**src/rtl/pcileech_sysctl_pkg.sv**
```systemverilog
// Shared types and sizing helper for the pcileech system-control block.
package pcileech_sysctl_pkg;

  typedef enum logic [1:0] {
    SC_HOLD    = 2'd0,
    SC_STAGGER = 2'd1,
    SC_RUN     = 2'd2
  } sc_state_e;

  typedef enum logic [1:0] {
    LED_OFF   = 2'd0,
    LED_ON    = 2'd1,
    LED_BLINK = 2'd2,
    LED_ACT   = 2'd3
  } led_mode_e;

  // One counter width serves the sequencer and every stretch counter.
  function automatic int unsigned sc_cnt_width(input int unsigned rst_cycles,
                                               input int unsigned stagger_cycles,
                                               input int unsigned stretch_cycles);
    int unsigned m;
    m = rst_cycles;
    if (stagger_cycles > m) m = stagger_cycles;
    if (stretch_cycles > m) m = stretch_cycles;
    return $clog2(m + 1);
  endfunction

  localparam int unsigned SC_CNT_W_DEFAULT = sc_cnt_width(64, 16, 2**22);

endpackage

```
**src/rtl/pcileech_sysctl_led.sv**
```systemverilog
// One LED channel: mode mux, activity pulse stretcher, power-on blink overlay.
module pcileech_sysctl_led
  import pcileech_sysctl_pkg::*;
#(
  parameter int unsigned CNT_W   = 23,
  parameter int unsigned STRETCH = 2**22
) (
  input  logic      clk,
  input  logic      rst_i,
  input  logic      hold_i,
  input  led_mode_e mode_i,
  input  logic      act_i,
  input  logic      blink_i,
  input  logic      pwron_i,
  output logic      led_o
);

  localparam logic [CNT_W-1:0] STRETCH_V = CNT_W'(STRETCH);

  led_mode_e        mode_q = LED_OFF;
  logic [CNT_W-1:0] cnt_q  = '0;
  logic             led_q  = 1'b0;
  logic [CNT_W-1:0] cnt_d;
  logic             led_d;
  logic             act_eff;
  logic             clr;
  logic             base;

  always_comb begin
    act_eff = act_i & ~hold_i;
    // Any mode switch, non-activity mode or held core reset empties the stretcher.
    clr     = hold_i | (mode_i != mode_q) | (mode_i != LED_ACT);
    cnt_d   = '0;
    base    = 1'b0;
    if (!clr) begin
      if (act_eff)            cnt_d = STRETCH_V;
      else if (cnt_q != '0)   cnt_d = cnt_q - CNT_W'(1);
    end
    case (mode_i)
      LED_OFF:   base = 1'b0;
      LED_ON:    base = 1'b1;
      LED_BLINK: base = blink_i;
      LED_ACT:   base = act_eff | ((cnt_q != '0) & ~clr);
      default:   base = 1'b0;
    endcase
    led_d = base ^ pwron_i;
  end

  always_ff @(posedge clk) begin
    if (rst_i) begin
      mode_q <= LED_OFF;
      cnt_q  <= '0;
      led_q  <= 1'b0;
    end else begin
      mode_q <= mode_i;
      cnt_q  <= cnt_d;
      led_q  <= led_d;
    end
  end

  assign led_o = led_q;

endmodule

```
**src/rtl/pcileech_sysctl.sv**
```systemverilog
// System control: 64-bit tick counter, staged core/com reset sequencer, LED bank.
// Optional soft reset request enabled by defining PCILEECH_SYSCTL_SOFTRST_EN.
module pcileech_sysctl
  import pcileech_sysctl_pkg::*;
#(
  parameter int unsigned PARAM_NUM_LED        = 2,
  parameter int unsigned PARAM_RST_CYCLES     = 64,
  parameter int unsigned PARAM_STAGGER_CYCLES = 16,
  parameter int unsigned PARAM_BLINK_LOG2     = 24,
  parameter int unsigned PARAM_STRETCH_CYCLES = 2**22
) (
  input  logic                       clk,
  input  logic                       rst,
  input  logic                       soft_rst_req,
  output logic [63:0]                tickcount64,
  output logic                       rst_core,
  output logic                       rst_com_n,
  input  logic [2*PARAM_NUM_LED-1:0] led_mode,
  input  logic [PARAM_NUM_LED-1:0]   led_act,
  output logic                       pwron_blink,
  output logic [PARAM_NUM_LED-1:0]   led_out
);

  localparam int unsigned CNT_W = sc_cnt_width(PARAM_RST_CYCLES, PARAM_STAGGER_CYCLES,
                                               PARAM_STRETCH_CYCLES);
  localparam logic [CNT_W-1:0] RST_LAST = CNT_W'(PARAM_RST_CYCLES - 1);
  localparam logic [CNT_W-1:0] STG_LAST =
    CNT_W'((PARAM_STAGGER_CYCLES > 0) ? PARAM_STAGGER_CYCLES - 1 : 0);

  // NOTE: declaration initialisers become FPGA configuration values equal to the reset
  // values, so the block sequences itself out of configuration without rst.
  logic [63:0]      tick_q      = '0;
  logic             pwron_q     = 1'b0;
  sc_state_e        state_q     = SC_HOLD;
  logic [CNT_W-1:0] cnt_q       = '0;
  logic             rst_core_q  = 1'b1;
  logic             rst_com_n_q = 1'b0;

  sc_state_e        state_d;
  logic [CNT_W-1:0] cnt_d;
  logic             rst_core_d;
  logic             rst_com_n_d;
  logic             pwron_d;
  logic             trig;

`ifdef PCILEECH_SYSCTL_SOFTRST_EN
  assign trig = rst | soft_rst_req;
`else
  logic unused_soft_rst_req;
  assign unused_soft_rst_req = soft_rst_req;
  assign trig                = rst;
`endif

  // Blink for the first 2^(B+3) ticks after clear: four on/off periods.
  assign pwron_d = tick_q[PARAM_BLINK_LOG2] & ~|tick_q[63:PARAM_BLINK_LOG2+3];

  // NOTE: clocked blocks use non-blocking (<=) so every register samples pre-edge values.
  always_ff @(posedge clk) begin
    if (rst) begin
      tick_q  <= '0;
      pwron_q <= 1'b0;
    end else begin
      tick_q  <= tick_q + 64'd1;
      pwron_q <= pwron_d;
    end
  end

  always_ff @(posedge clk) begin
    if (rst) begin
      state_q     <= SC_HOLD;
      cnt_q       <= '0;
      rst_core_q  <= 1'b1;
      rst_com_n_q <= 1'b0;
    end else begin
      state_q     <= state_d;
      cnt_q       <= cnt_d;
      rst_core_q  <= rst_core_d;
      rst_com_n_q <= rst_com_n_d;
    end
  end

  // NOTE: every always_comb output gets a default first so no path can infer a latch.
  always_comb begin
    state_d = state_q;
    cnt_d   = cnt_q + CNT_W'(1);
    if (trig) begin
      state_d = SC_HOLD;
      cnt_d   = '0;
    end else begin
      case (state_q)
        SC_HOLD: begin
          if (cnt_q == RST_LAST) begin
            state_d = (PARAM_STAGGER_CYCLES == 0) ? SC_RUN : SC_STAGGER;
            cnt_d   = '0;
          end
        end
        SC_STAGGER: begin
          if (cnt_q == STG_LAST) begin
            state_d = SC_RUN;
            cnt_d   = '0;
          end
        end
        SC_RUN:  cnt_d = '0;
        default: begin
          state_d = SC_HOLD;
          cnt_d   = '0;
        end
      endcase
    end
  end

  // Outputs decode the next state so they change on the same edge as the state.
  always_comb begin
    rst_core_d  = 1'b1;
    rst_com_n_d = 1'b0;
    case (state_d)
      SC_STAGGER: rst_com_n_d = 1'b1;
      SC_RUN: begin
        rst_core_d  = 1'b0;
        rst_com_n_d = 1'b1;
      end
      default: ;
    endcase
  end

  for (genvar i = 0; i < PARAM_NUM_LED; i++) begin : g_led
    pcileech_sysctl_led #(
      .CNT_W   (CNT_W),
      .STRETCH (PARAM_STRETCH_CYCLES)
    ) u_led (
      .clk     (clk),
      .rst_i   (rst),
      .hold_i  (rst_core_q),
      .mode_i  (led_mode_e'(led_mode[2*i +: 2])),
      .act_i   (led_act[i]),
      .blink_i (tick_q[PARAM_BLINK_LOG2]),
      .pwron_i (pwron_d),
      .led_o   (led_out[i])
    );
  end

  assign tickcount64 = tick_q;
  assign rst_core    = rst_core_q;
  assign rst_com_n   = rst_com_n_q;
  assign pwron_blink = pwron_q;

endmodule

```
**config.mk**
```make
export PLATFORM = sky130hd
export DESIGN_NAME = pcileech_sysctl
export DESIGN_NICKNAME = d
export VERILOG_FILES = /design/src/rtl/pcileech_sysctl_pkg.sv /design/src/rtl/pcileech_sysctl_led.sv /design/src/rtl/pcileech_sysctl.sv
export SDC_FILE = /design/constraint.sdc
export NUM_CORES = 1
export LEC_CHECK = 0
export CAP_MARGIN = 30
export CORE_UTILIZATION = 35
export CTS_CLUSTER_DIAMETER = 80
export DETAILED_ROUTE_END_ITERATION = 8
export GPL_TIMING_DRIVEN = 0
export PLACE_DENSITY = 0.56
export SLEW_MARGIN = 15
export SYNTH_ARGS = -nofsm -noshare
export SYNTH_HDL_FRONTEND = slang
export SYNTH_SLANG_ARGS = --single-unit
```
**constraint.sdc**
```tcl
create_clock -name clk -period 3.48 [get_ports clk]
set_input_delay 0.696 -clock clk [delete_from_list [all_inputs] [get_ports clk]]
set_output_delay 0.696 -clock clk [all_outputs]
set_load 0.005 [all_outputs]
```
==> impl_summary.log, run 1 <==
[metrics] status: finished, violations left
[metrics] failing checks: design-rule violations
[metrics] number of hold buffers added after cts: 0
[metrics] Synth area leader: sky130_fd_sc_hd__dfxtp_1
[metrics] Pwr Density: about 440 nW/um^2
[metrics] Post-Synthesis Cells: roughly 770
[metrics] standby leakage power: 3.03 nW
[metrics] total number of placement rows: between 40 and 50
[metrics] clk_lat worst skew: 0.43 ns
[metrics] die area: around 19000 um^2
[metrics] Synth Area per Inst: 8.52 um^2
[metrics] maximum net fanout on the critical path: 10
[metrics] DRC: 4
[metrics] minimum clock period: 2.82 ns
[metrics] TritonCTS clock tree: yes
[metrics] count of distinct cell types in the synthesized netlist: 47
[metrics] slew at the pin with the worst max-slew slack: ~0.86 ns
[metrics] async set or reset register ratio after synthesis: 0%
[metrics] final antenna-violating net count: 0
[metrics] Clock Tree Root: sky130_fd_sc_hd__clkbuf_16
[metrics] dominant cells by area after synthesis: sky130_fd_sc_hd__dfxtp_1, sky130_fd_sc_hd__nor2_1, sky130_fd_sc_hd__xnor2_1
[metrics] antenna cell count: 0
[metrics] Placer Congestion: ~0.80
[metrics] Top Ports: 78
[metrics] layout cells sized above 1: between 6 and 7%
[metrics] post-detail-place hpwl: about 11 mm
[metrics] launch instance of the worst min-delay path: g_led[1].u_led.cnt_q[0]$_SDFF_PP0_
[metrics] pre-CTS setup slack: 0.653 ns
[metrics] number of buffers inserted by post-CTS setup repair: 0
[metrics] clock buffer count from CTS: 17
[metrics] I/O Buffers: 75
[metrics] post-cts gate resize count: 0
[metrics] maximum number of pins on one net before global-route repair: 17
[metrics] TritonCTS sink count: about 140
[metrics] die boundary height: about 140 um
[metrics] post-detailed-route via-to-cell ratio: roughly 5.0
[metrics] remaining global-route overflow: 0
[metrics] antenna violations before repair: 0
[metrics] max-cap violation count: 0
[metrics] peak clock frequency supported by timing: between 0.3 and 0.4 GHz
[metrics] Worst-path clk slew: 0.06 ns
[metrics] sort of element at the start of the critical path: flip-flop
[metrics] global-route wire length before repair: around 26 mm
[metrics] die extent in x: 139 um
[metrics] initial cell density of the core: around 36%
[metrics] required time of the critical path: about 3.8 ns
[metrics] worst slew margin relative to its limit: between 40% and 50%
[metrics] worst setup path startpoint: tickcount64[24]$_SDFF_PP0_
[metrics] Design Area, Final: 8180 um^2
[metrics] area post-placement: 7570 um^2
[metrics] Max Slew Vio Count: 0
[metrics] maximum vdd ir drop: 0.294 mV
[metrics] Cell Area, Synth: around 6500 um^2
[metrics] Primary FF master, synth: sky130_fd_sc_hd__dfxtp_1
[metrics] number of synthesized flops with an enable pin: 0
[metrics] area of the core: 18100 um^2
[metrics] total vias in the final route: about 5600
[metrics] htree depth: 4
[metrics] most numerous cell types in the synthesized netlist: sky130_fd_sc_hd__dfxtp_1, sky130_fd_sc_hd__nor2_1, sky130_fd_sc_hd__xnor2_1
[metrics] DRT Pass-1 Iters: 6
[metrics] violation count after the first detailed-routing iteration: around 250
[metrics] critical setup path kind: flip-flop to flip-flop
[metrics] endpoint arrival time on the critical path: 3.17 ns
[metrics] startpoint of the worst register-to-register path: tickcount64[24]$_SDFF_PP0_
[metrics] number of register bits inferred by synthesis: between 100 and 150
[metrics] overall routed net length: ~16 mm
[metrics] type of destination of the critical path: flip-flop
[metrics] nets in the synthesized netlist: between 700 and 800
[metrics] total of endpoints with negative setup slack in the final report: 0
[metrics] sequential area share after synthesis: approximately 44%
[metrics] total global routing track utilization: between 10% and 20%
[metrics] final setup TNS: 0 ns
[metrics] layout net count: between 800 and 900
[metrics] Routed WL per cell: ~14 um
[metrics] fraction of post-synthesis cell area in the top cell type by area: between 40% and 50%
[metrics] number of global-route vias before repair: just over 5000
[metrics] minimum setup slack in the final design: 0.659 ns
[metrics] most frequent cell after synthesis: sky130_fd_sc_hd__dfxtp_1
[metrics] yosys synthesis warning count: 0
[metrics] synthesis-to-finish area growth: 25.2%
[metrics] path type of the worst min-delay path: flip-flop to flip-flop
[metrics] number of endpoints with negative hold slack in the final report: 0
[metrics] worst-case clock skew: 0.00879 ns
[metrics] Bufs on Longest Clock Path: 2
[metrics] post-route fraction of the period consumed by the critical path: 81.1%
[metrics] setup repair after global routing missed its margin: false
power by group:
part           internal (mW)  total (mW)  switching, mW
clock                   1.14        1.85          0.706
combinational         0.0269      0.0622         0.0354
sequential              1.66        1.67        0.00792
total                   2.83        3.58          0.749
state kept, by name (all words and copies together) (netlist names):
name                flops
pwron_blink             1
rst_core                1
cnt_q                  23
tickcount64            64
state_q                 2
g_led.u_led.cnt_q      46
rst_com_n               1
g_led.u_led.mode_q      4
g_led.u_led.led_o       2
worst paths after layout:
path / to / slack (ns) / depth (start not counted)
min reg2reg: g_led[1].u_led.cnt_q[0]$_SDFF_PP0_ / 0.44 / 1
min: g_led[1].u_led.cnt_q[0]$_SDFF_PP0_ / 0.44 / 1
max reg2reg: tickcount64[53]$_SDFF_PP0_ / 0.66 / 6
max: tickcount64[53]$_SDFF_PP0_ / 0.66 / 6
cells by family (layout without fill, tap and decap cells):
kind of cell / count (synthesis) / count (layout) / synth area share [%]
compound gates: 80 / 80 / 6.95
xor+xnor: 90 / 90 / 12.1
buf+inv: 51 / 160 / 3.47
simple gates: 393 / 393 / 31.8
mux: 3 / 3 / 0.479
fa+ha+maj: 6 / 6 / 1.15
flops: 144 / 144 / 44.1
placed cells by master, fill, tap and decap left out, types with 16 or more instances in the layout:
| master | instances |
|---|---|
| sky130_fd_sc_hd__xnor2_1 | 52 |
| sky130_fd_sc_hd__clkbuf_16 | 17 |
| sky130_fd_sc_hd__dfxtp_1 | 144 |
| sky130_fd_sc_hd__nor3_1 | 23 |
| sky130_fd_sc_hd__nor4_1 | 35 |
| sky130_fd_sc_hd__nand4_1 | 38 |
| sky130_fd_sc_hd__nand2_1 | 39 |
| sky130_fd_sc_hd__a21oi_1 | 36 |
| sky130_fd_sc_hd__clkdlybuf4s50_1 | 75 |
| sky130_fd_sc_hd__inv_1 | 21 |
| sky130_fd_sc_hd__or3_1 | 27 |
| sky130_fd_sc_hd__nand3_1 | 36 |
| sky130_fd_sc_hd__o21ai_0 | 24 |
| sky130_fd_sc_hd__nor2_1 | 126 |
| sky130_fd_sc_hd__xor2_1 | 38 |
| sky130_fd_sc_hd__clkbuf_1 | 16 |
critical path, cell delays in order, from the launching register on:
cell	delay, ns
sky130_fd_sc_hd__dfxtp_1	0.58
sky130_fd_sc_hd__nand4_1	0.20
sky130_fd_sc_hd__nor4_2	0.79
sky130_fd_sc_hd__nand4_1	0.38
sky130_fd_sc_hd__clkbuf_1	0.30
sky130_fd_sc_hd__or3_1	0.35
sky130_fd_sc_hd__a21oi_1	0.14
per-layer routing:
layer	GRT usage [%]	part of all wire, %	vias to the layer above
met2	25.1	43	79
met4	6.61	2.0	0
met3	5.18	4.5	25
met1	23.1	51	2552
met5	0	0	-
li1	-	-	2897
stage by stage:
| stage | utilization (%) | total power [mW] | cells | hold slack, ns |
|---|---|---|---|---|
| final | 45.1 | 3.58 | 1105 | 0.444 |
| after global routing | 45.1 | 3.70 | 1105 | 0.472 |
| after CTS | 45.1 | 3.62 | 1104 | 0.451 |
| after detailed placement | 41.7 | 1.77 | 1072 | 0.437 |
| after global placement | 41.7 | 1.77 | 1071 | 0.428 |
| after floorplan | - | 1.73 | 767 | 0.413 |
area by class of cell:
cell class / instances / area [um^2]
multi-input combinational: 572 / 3420
sequential: 144 / 2880
fill: 1801 / 9970
buffer: 30 / 148
timing repair buffer: 77 / 761
clock buffer: 22 / 494
inverter: 21 / 78.8
clock inverter: 10 / 108
tap: 229 / 287
Note: power is estimated with default switching activity, not from simulation.
==> inputs of run 2 (changes only) <==
==> constraint.sdc (replaced) <==
create_clock -name clk -period 2.6 [get_ports clk]
set_input_delay 0.52 -clock clk [delete_from_list [all_inputs] [get_ports clk]]
set_output_delay 0.52 -clock clk [all_outputs]
set_load 0.005 [all_outputs]
==> run 2 against run 1 <==
  * The run still ends with design-rule violations left
  * Register-to-register slack got worse by 0.48 ns
  * Flip-flop and latch count did not move
  * Maximum frequency rose by 17%
  * Core utilization rose by 0.10 points
  * Clock skew rose by 0.0019 ns
  * Cell count did not move
  * Hold slack barely moved
  * Sequential power rose by 34%
  * Clock power rose by 34%
  * Setup slack got worse by 0.48 ns
  * Final area rose by 0.23%
  * Global-route usage barely moved
==> impl_summary.log, run 2 (synthesis results as in run 1) <==
[metrics] die extent in x: 139 um (unchanged)
[metrics] Pwr Density: 584 nW/um^2 (+34%)
[metrics] total number of placement rows: 49 (unchanged)
[metrics] endpoint of the worst hold path: g_led[1].u_led.cnt_q[0]$_SDFF_PP0_
[metrics] non-filler instance count after layout: 1105 (unchanged)
[metrics] I/O Buffers: 75 (unchanged)
[metrics] final setup TNS: 0 ns (unchanged)
[metrics] busiest layer in global routing: met2
[metrics] setup repair after global routing missed its margin: true
[metrics] maximum net fanout on the critical path: 10 (unchanged)
[metrics] Clock Tree Root: sky130_fd_sc_hd__clkbuf_16
[metrics] most frequent standard cell in the layout excluding fill and tap cells: sky130_fd_sc_hd__dfxtp_1
[metrics] violation count after the first detailed-routing iteration: 247 (-0.40%)
[metrics] worst-case clock skew: 0.0107 ns (+0.00189 ns)
[metrics] htree depth: 4 (unchanged)
[metrics] final antenna-violating net count: 0 (unchanged)
[metrics] met1 layer usage reported by global route: 23.1% (about the same)
[metrics] Top Ports: 78 (unchanged)
[metrics] global routing met3 resource utilization: 5.18% (unchanged)
[metrics] sequence of cells on the critical path: clkbuf_1 > nand4_1 > nor4_4 > nand4_1 > clkbuf_1 > or3_1 > a21oi_1
[metrics] top library cells by usage in the layout, fill and taps aside: sky130_fd_sc_hd__dfxtp_1, sky130_fd_sc_hd__nor2_1, sky130_fd_sc_hd__clkdlybuf4s50_1
[metrics] Critical Path Max Stage Delay: 0.42 ns (-0.37 ns)
[metrics] total vias in the final route: 5556 (+0.054%)
[metrics] Reg2Reg Depth: 7 (+1)
[metrics] type of destination of the critical path: flip-flop
[metrics] sequential power share: 46.6% (about the same)
[metrics] launch instance of the worst min-delay path: g_led[1].u_led.cnt_q[0]$_SDFF_PP0_
[metrics] Bufs on Longest Clock Path: 2 (unchanged)
[metrics] worst slew margin relative to its limit: 54.8% (+13 points)
[metrics] required time of the critical path: 2.95 ns (-0.88 ns)
[metrics] maximum vdd ir drop: 0.393 mV (+34%)
[metrics] share of power burned in combinational logic: 1.7% (about the same)
[metrics] clk_lat worst skew: 0.43 ns (about the same)
[metrics] initial cell density of the core: 36.0% (unchanged)
[metrics] layout net count: 878 (unchanged)
[metrics] placed instance count: 1072 (unchanged)
[metrics] final core utilization: 45.2% (+0.10 points)
[metrics] total global routing track utilization: 17.0% (about the same)
[metrics] overall routed net length: 15.8 mm (about the same)
[metrics] Worst R2R End: tickcount64[53]$_SDFF_PP0_
[metrics] met2 global-route usage: 25.1% (+0.027 points)
[metrics] net switching power: 1.00 mW (+34%)
[metrics] number of global-route vias before repair: 5066 (-0.099%)
[metrics] post-route fraction of the period consumed by the critical path: 93.0% (+12 points)
[metrics] synthesis-to-finish area growth: 25.5%
[metrics] Worst-path clk slew: 0.06 ns (about the same)
[metrics] remaining global-route overflow: 0 (unchanged)
[metrics] number of endpoints with negative hold slack in the final report: 0 (unchanged)
[metrics] sort of element at the start of the critical path: flip-flop
[metrics] cell type of the slowest stage on the worst timing path: sky130_fd_sc_hd__nor4_4
[metrics] layout cells sized above 1: 6.51% (+0.11 points)
[metrics] CP top delay family: simple AND/OR/NAND/NOR gates
[metrics] Sw Ratio: 20.9% (about the same)
[metrics] design internal power: 3.79 mW (+34%)
[metrics] Hold Worst Slack: 0.444 ns (+0.00000100 ns)
[metrics] post-detail-place hpwl: 11.1 mm (unchanged)
[metrics] die boundary height: 139 um (unchanged)
[metrics] antenna cell count: 0 (unchanged)
[metrics] startpoint of the worst register-to-register path: tickcount64[28]$_SDFF_PP0_
[metrics] DRC: 4 (unchanged)
[metrics] filler cell count in the final layout: 1802 (+0.056%)
[metrics] Design Area, Final: 8200 um^2 (+0.23%)
[metrics] Max Slew Vio Count: 0 (unchanged)
[metrics] minimum clock period: 2.42 ns (-0.403 ns)
[metrics] Largest register FFs: 64 (unchanged)
[metrics] area of the core: 18100 um^2 (unchanged)
[metrics] failing checks: design-rule violations
[metrics] global-route wire length before repair: 26.1 mm (about the same)
[metrics] path type of the worst min-delay path: flip-flop to flip-flop
[metrics] total of endpoints with negative setup slack in the final report: 0 (unchanged)
[metrics] peak clock frequency supported by timing: 0.413 GHz (+17%)
[metrics] TritonCTS clock tree: yes
[metrics] DRT Pass-1 Iters: 6 (unchanged)
[metrics] hold-critical path depth: 1 (unchanged)
[metrics] clock network power share: 51.7% (about the same)
[metrics] slew at the pin with the worst max-slew slack: 0.676 ns (-0.185 ns)
[metrics] standby leakage power: 3.06 nW (+1.1%)
[metrics] post-detailed-route via-to-cell ratio: 5.03 (about the same)
[metrics] CP bufs+invs: 2 (+1)
[metrics] antenna violations before repair: 0 (unchanged)
[metrics] Placer Congestion: 0.799 (unchanged)
[metrics] clock buffer count from CTS: 17 (unchanged)
[metrics] critical setup path kind: flip-flop to flip-flop
[metrics] Routed WL per cell: 14.3 um (about the same)
[metrics] max-cap violation count: 0 (unchanged)
[metrics] area post-placement: 7570 um^2 (unchanged)
[metrics] Reg2Reg Setup Slack: 0.18 ns (-0.48 ns)
[metrics] TritonCTS sink count: 144 (unchanged)
[metrics] endpoint arrival time on the critical path: 2.77 ns (-0.40 ns)
[metrics] status: finished, violations left
[metrics] die area: 19200 um^2 (unchanged)
[metrics] maximum number of pins on one net before global-route repair: 17 (unchanged)
-- run 2: changes by cell type in the layout (fill, tap and decap cells not counted) --
cell / delta
sky130_fd_sc_hd__nor4_2: -2
sky130_fd_sc_hd__nor4_4: +2
sky130_fd_sc_hd__dfxtp_1: -1
sky130_fd_sc_hd__dfxtp_2: +1
-- run 2: final cells by class --
| class | instances | area, um^2 | share of cell area, % |
|---|---|---|---|
| plain buffers | 30 | 148 | 1.80 |
| clock buffers | 22 | 494 | 6.03 |
| clock inverters | 10 | 108 | 1.31 |
| inverters | 21 | 78.8 | 0.961 |
| multi-input cells | 572 | 3440 | 42.0 |
| flip-flops and latches | 144 | 2880 | 35.2 |
| well taps | 229 | 287 | 3.49 |
| repair buffers | 77 | 761 | 9.28 |
-- run 2: per-stage QoR --
| stage | worst slack [ns] | total power [mW] |
|---|---|---|
| floorplan | 0.411 | 2.32 |
| global placement | -0.196 | 2.36 |
| detailed placement | -0.227 | 2.36 |
| CTS | 0.0272 | 4.85 |
| global route | -0.0190 | 4.96 |
| finish | 0.181 | 4.79 |
-- run 2: repair_timing --
item,in CTS,in global routing
gates resized for setup,2,1
setup endpoints to repair,13,4
buffers inserted,0,0
hold buffers,0,0
pin swaps,1,1
-- run 2: layer usage --
metal | vias up | part of all wire, %
met3 | 24 | 4.4
met4 | 0 | 2.1
li1 | 2900 | -
met1 | 2555 | 50
met2 | 77 | 43
met5 | - | 0
-- run 2: how the worst max path moves through the flow --
stage,from,to,slack [ns],cells after the start
floorplan,cnt_q[0]$_SDFF_PP0_,rst_com_n$_SDFF_PP0_,0.41,8
global placement,tickcount64[24]$_SDFF_PP0_,tickcount64[53]$_SDFF_PP0_,-0.20,6
detailed placement,tickcount64[24]$_SDFF_PP0_,tickcount64[53]$_SDFF_PP0_,-0.23,6
CTS,tickcount64[6]$_SDFF_PP0_,tickcount64[43]$_SDFF_PP0_,0.03,6
global route,tickcount64[28]$_SDFF_PP0_,tickcount64[53]$_SDFF_PP0_,-0.02,7
finish,tickcount64[28]$_SDFF_PP0_,tickcount64[53]$_SDFF_PP0_,0.18,7
-- run 2: power by group through the flow --
stage                     registers, mW  clock network (mW)  logic (mW)
after floorplan                    2.28                   0      0.0441
final                              2.23                2.48      0.0832
after CTS                          2.23                2.53      0.0848
after global placement             2.28                   0      0.0850
after detailed placement           2.28                   0      0.0845
after global routing               2.23                2.63      0.0933
==> inputs of run 3 (changes only) <==
--- a/config.mk
+++ b/config.mk
@@ -5,7 +5,7 @@
 export SDC_FILE = /design/constraint.sdc
 export NUM_CORES = 1
 export LEC_CHECK = 0
-export CAP_MARGIN = 30
+export CAP_MARGIN = 20
 export CORE_UTILIZATION = 35
 export CTS_CLUSTER_DIAMETER = 80
 export DETAILED_ROUTE_END_ITERATION = 8
==> run 3 against run 2 <==
  * The flow still finishes with violations (design-rule violations)
  * Flip-flop and latch count stayed put
  * Core utilization grew 0.32 points
  * Non-clock buffer count grew 3
  * Clock power rose by 4%
  * First-iteration DRC count rose by 13%
  * Clock skew is 0.0027 ns lower
  * Combinational power about the same
  * Total power grew 2.4%
  * Global-route usage down 0.24 points
  * Setup slack improved by 0.036 ns
  * Hold slack worse by 0.0024 ns
  * Largest power group unchanged
  * Sequential power about the same
==> impl_summary.log, run 3 (synthesis results as in run 1) <==
[metrics] layout net count: 881 (+0.34%)
[metrics] total of endpoints with negative setup slack in the final report: 0 (unchanged)
[metrics] busiest layer in global routing: met2
[metrics] DRT Pass-1 Iters: 6 (unchanged)
[metrics] cell type of the slowest stage on the worst timing path: sky130_fd_sc_hd__nor4_1
[metrics] maximum number of pins on one net before global-route repair: 17 (unchanged)
[metrics] die extent in x: 139 um (unchanged)
[metrics] sort of element at the start of the critical path: flip-flop
[metrics] final setup TNS: 0 ns (unchanged)
[metrics] worst-case clock skew: 0.00798 ns (-0.00270 ns)
[metrics] layout cells sized above 1: 6.83% (+0.32 points)
[metrics] antenna violations before repair: 0 (unchanged)
[metrics] status: finished, violations left
[metrics] antenna cell count: 0 (unchanged)
[metrics] met1 layer usage reported by global route: 22.8% (-0.31 points)
[metrics] slew at the pin with the worst max-slew slack: 1.04 ns (+0.364 ns)
[metrics] TritonCTS sink count: 144 (unchanged)
[metrics] Worst R2R End: tickcount64[63]$_SDFF_PP0_
[metrics] max-cap violation count: 0 (unchanged)
[metrics] top library cells by usage in the layout, fill and taps aside: sky130_fd_sc_hd__dfxtp_1, sky130_fd_sc_hd__nor2_1, sky130_fd_sc_hd__clkdlybuf4s50_1
[metrics] I/O Buffers: 75 (unchanged)
[metrics] global-route wire length before repair: 25.9 mm (-0.53%)
[metrics] Clock Tree Root: sky130_fd_sc_hd__clkbuf_16
[metrics] Placer Congestion: 0.799 (unchanged)
[metrics] die area: 19200 um^2 (unchanged)
[metrics] Reg2Reg Depth: 5 (-2)
[metrics] post-route fraction of the period consumed by the critical path: 91.6% (-1.4 points)
[metrics] minimum setup slack in the final design: 0.217 ns (+0.0362 ns)
[metrics] path type of the worst min-delay path: flip-flop to flip-flop
[metrics] pre-CTS setup slack: -0.184 ns (+0.0434 ns)
[metrics] clock buffer count from CTS: 17 (unchanged)
[metrics] overall routed net length: 15.8 mm (-0.59%)
[metrics] Routed WL per cell: 14.2 um (-0.86%)
[metrics] area post-placement: 7570 um^2 (about the same)
[metrics] synthesis-to-finish area growth: 26.4%
[metrics] global routing met3 resource utilization: 5.08% (-0.10 points)
[metrics] initial cell density of the core: 36.0% (unchanged)
[metrics] Reg2Reg Setup Slack: 0.22 ns (+0.04 ns)
[metrics] minimum clock period: 2.38 ns (-0.0362 ns)
[metrics] maximum net fanout on the critical path: 6 (-4)
[metrics] maximum vdd ir drop: 0.424 mV (+7.7%)
[metrics] number of global-route vias before repair: 5019 (-0.93%)
[metrics] launch instance of the worst min-delay path: cnt_q[0]$_SDFF_PP0_
[metrics] setup repair after global routing missed its margin: false
[metrics] Bufs on Longest Clock Path: 2 (unchanged)
[metrics] die boundary height: 139 um (unchanged)
[metrics] peak clock frequency supported by timing: 0.420 GHz (+1.5%)
[metrics] total number of placement rows: 49 (unchanged)
[metrics] Critical Path Max Stage Delay: 0.56 ns (+0.14 ns)
[metrics] non-filler instance count after layout: 1108 (+0.27%)
[metrics] remaining global-route overflow: 0 (unchanged)
[metrics] total power draw: 4.90 mW (+2.4%)
[metrics] hold-critical path depth: 1 (unchanged)
[metrics] violation count after the first detailed-routing iteration: 279 (+13%)
[metrics] Design Area, Final: 8260 um^2 (+0.72%)
[metrics] worst slew margin relative to its limit: 30.1% (-25 points)
[metrics] final antenna-violating net count: 0 (unchanged)
[metrics] clk_lat worst skew: 0.41 ns (-0.02 ns)
[metrics] endpoint of the worst hold path: cnt_q[0]$_SDFF_PP0_
[metrics] number of endpoints with negative hold slack in the final report: 0 (unchanged)
[metrics] area of the core: 18100 um^2 (unchanged)
[metrics] type of destination of the critical path: flip-flop
[metrics] met2 global-route usage: 25.6% (+0.53 points)
[metrics] Pwr Density: 594 nW/um^2 (+1.7%)
[metrics] Top Ports: 78 (unchanged)
[metrics] post-detailed-route via-to-cell ratio: 5.08 (+1.1%)
[metrics] endpoint arrival time on the critical path: 2.72 ns (-0.05 ns)
[metrics] total vias in the final route: 5633 (+1.4%)
[metrics] required time of the critical path: 2.94 ns (about the same)
[metrics] DRC: 4 (unchanged)
[metrics] sequence of cells on the critical path: nand4_1 > nor4_1 > nand3_1 > or4_1 > a21oi_1
[metrics] htree depth: 4 (unchanged)
[metrics] total global routing track utilization: 16.7% (-0.24 points)
[metrics] post-detail-place hpwl: 11.1 mm (-0.39%)
[metrics] standby leakage power: 3.10 nW (+1.0%)
[metrics] placed instance count: 1071 (-0.093%)
[metrics] startpoint of the worst register-to-register path: tickcount64[44]$_SDFF_PP0_
[metrics] Largest register FFs: 64 (unchanged)
[metrics] failing checks: design-rule violations
[metrics] most frequent standard cell in the layout excluding fill and tap cells: sky130_fd_sc_hd__dfxtp_1
[metrics] Worst-path clk slew: 0.06 ns (about the same)
[metrics] critical setup path kind: flip-flop to flip-flop
[metrics] TritonCTS clock tree: yes
[metrics] Max Slew Vio Count: 0 (unchanged)
run 3: cell count changes in the layout (fill, tap and decap cells not counted):
| cell | change |
|---|---|
| sky130_fd_sc_hd__bufinv_16 | +2 |
| sky130_fd_sc_hd__clkbuf_1 | +1 |
| sky130_fd_sc_hd__buf_2 | -1 |
| sky130_fd_sc_hd__nor3_1 | -1 |
| sky130_fd_sc_hd__buf_4 | +4 |
| sky130_fd_sc_hd__clkinvlp_4 | -1 |
| sky130_fd_sc_hd__nor3_2 | +1 |
| sky130_fd_sc_hd__clkbuf_8 | -2 |
run 3: worst max-delay path by stage:
stage	slack, ns	start	endpoint
final	0.22	tickcount64[44]$_SDFF_PP0_	tickcount64[63]$_SDFF_PP0_
after global routing	0.08	tickcount64[44]$_SDFF_PP0_	tickcount64[63]$_SDFF_PP0_
after CTS	0.01	tickcount64[6]$_SDFF_PP0_	tickcount64[43]$_SDFF_PP0_
after detailed placement	-0.18	tickcount64[24]$_SDFF_PP0_	tickcount64[53]$_SDFF_PP0_
after global placement	-0.20	tickcount64[24]$_SDFF_PP0_	tickcount64[53]$_SDFF_PP0_
after floorplan	0.41	cnt_q[0]$_SDFF_PP0_	rst_com_n$_SDFF_PP0_
run 3: repair_timing:
| item | in CTS | in global routing |
|---|---|---|
| pin swaps | 1 | 2 |
| hold buffers | 0 | 0 |
| setup buffers | 0 | 4 |
| setup endpoints to repair | 8 | 5 |
| resized for setup | 2 | 2 |
run 3: report_power, final:
part           internal, mW  switching, mW
combinational        0.0360         0.0475
clock                  1.67          0.918
sequential             2.22         0.0101
total                  3.93          0.975
run 3: metal layers:
layer / up-vias / share of wire, %
met4: 0 / 0.77
li1: 2915 / -
met5: - / 0
met3: 12 / 5.2
met1: 2616 / 50
met2: 90 / 44
run 3: layout make-up:
class	count	area (um^2)
clock buffers	21	470
multi-input cells	572	3450
fillers	1823	9890
inverters	21	78.8
plain buffers	30	148
repair buffers	80	786
clock inverters	11	160
flip-flops and latches	144	2880
well taps	229	287
run 3: critical path: cells and delay by family, from the launching register on:
family | cells | cell delay [ns]
compound gates | 1 | 0.14
simple gates | 4 | 1.71
flops | 1 | 0.46
run 3: stage by stage:
| step | utilization, % | hold WS [ns] |
|---|---|---|
| detailed placement | 41.7 | 0.441 |
| finish | 45.5 | 0.441 |
| CTS | 45.3 | 0.448 |
| global placement | 41.7 | 0.428 |
| global route | 45.5 | 0.464 |
| floorplan | - | 0.413 |
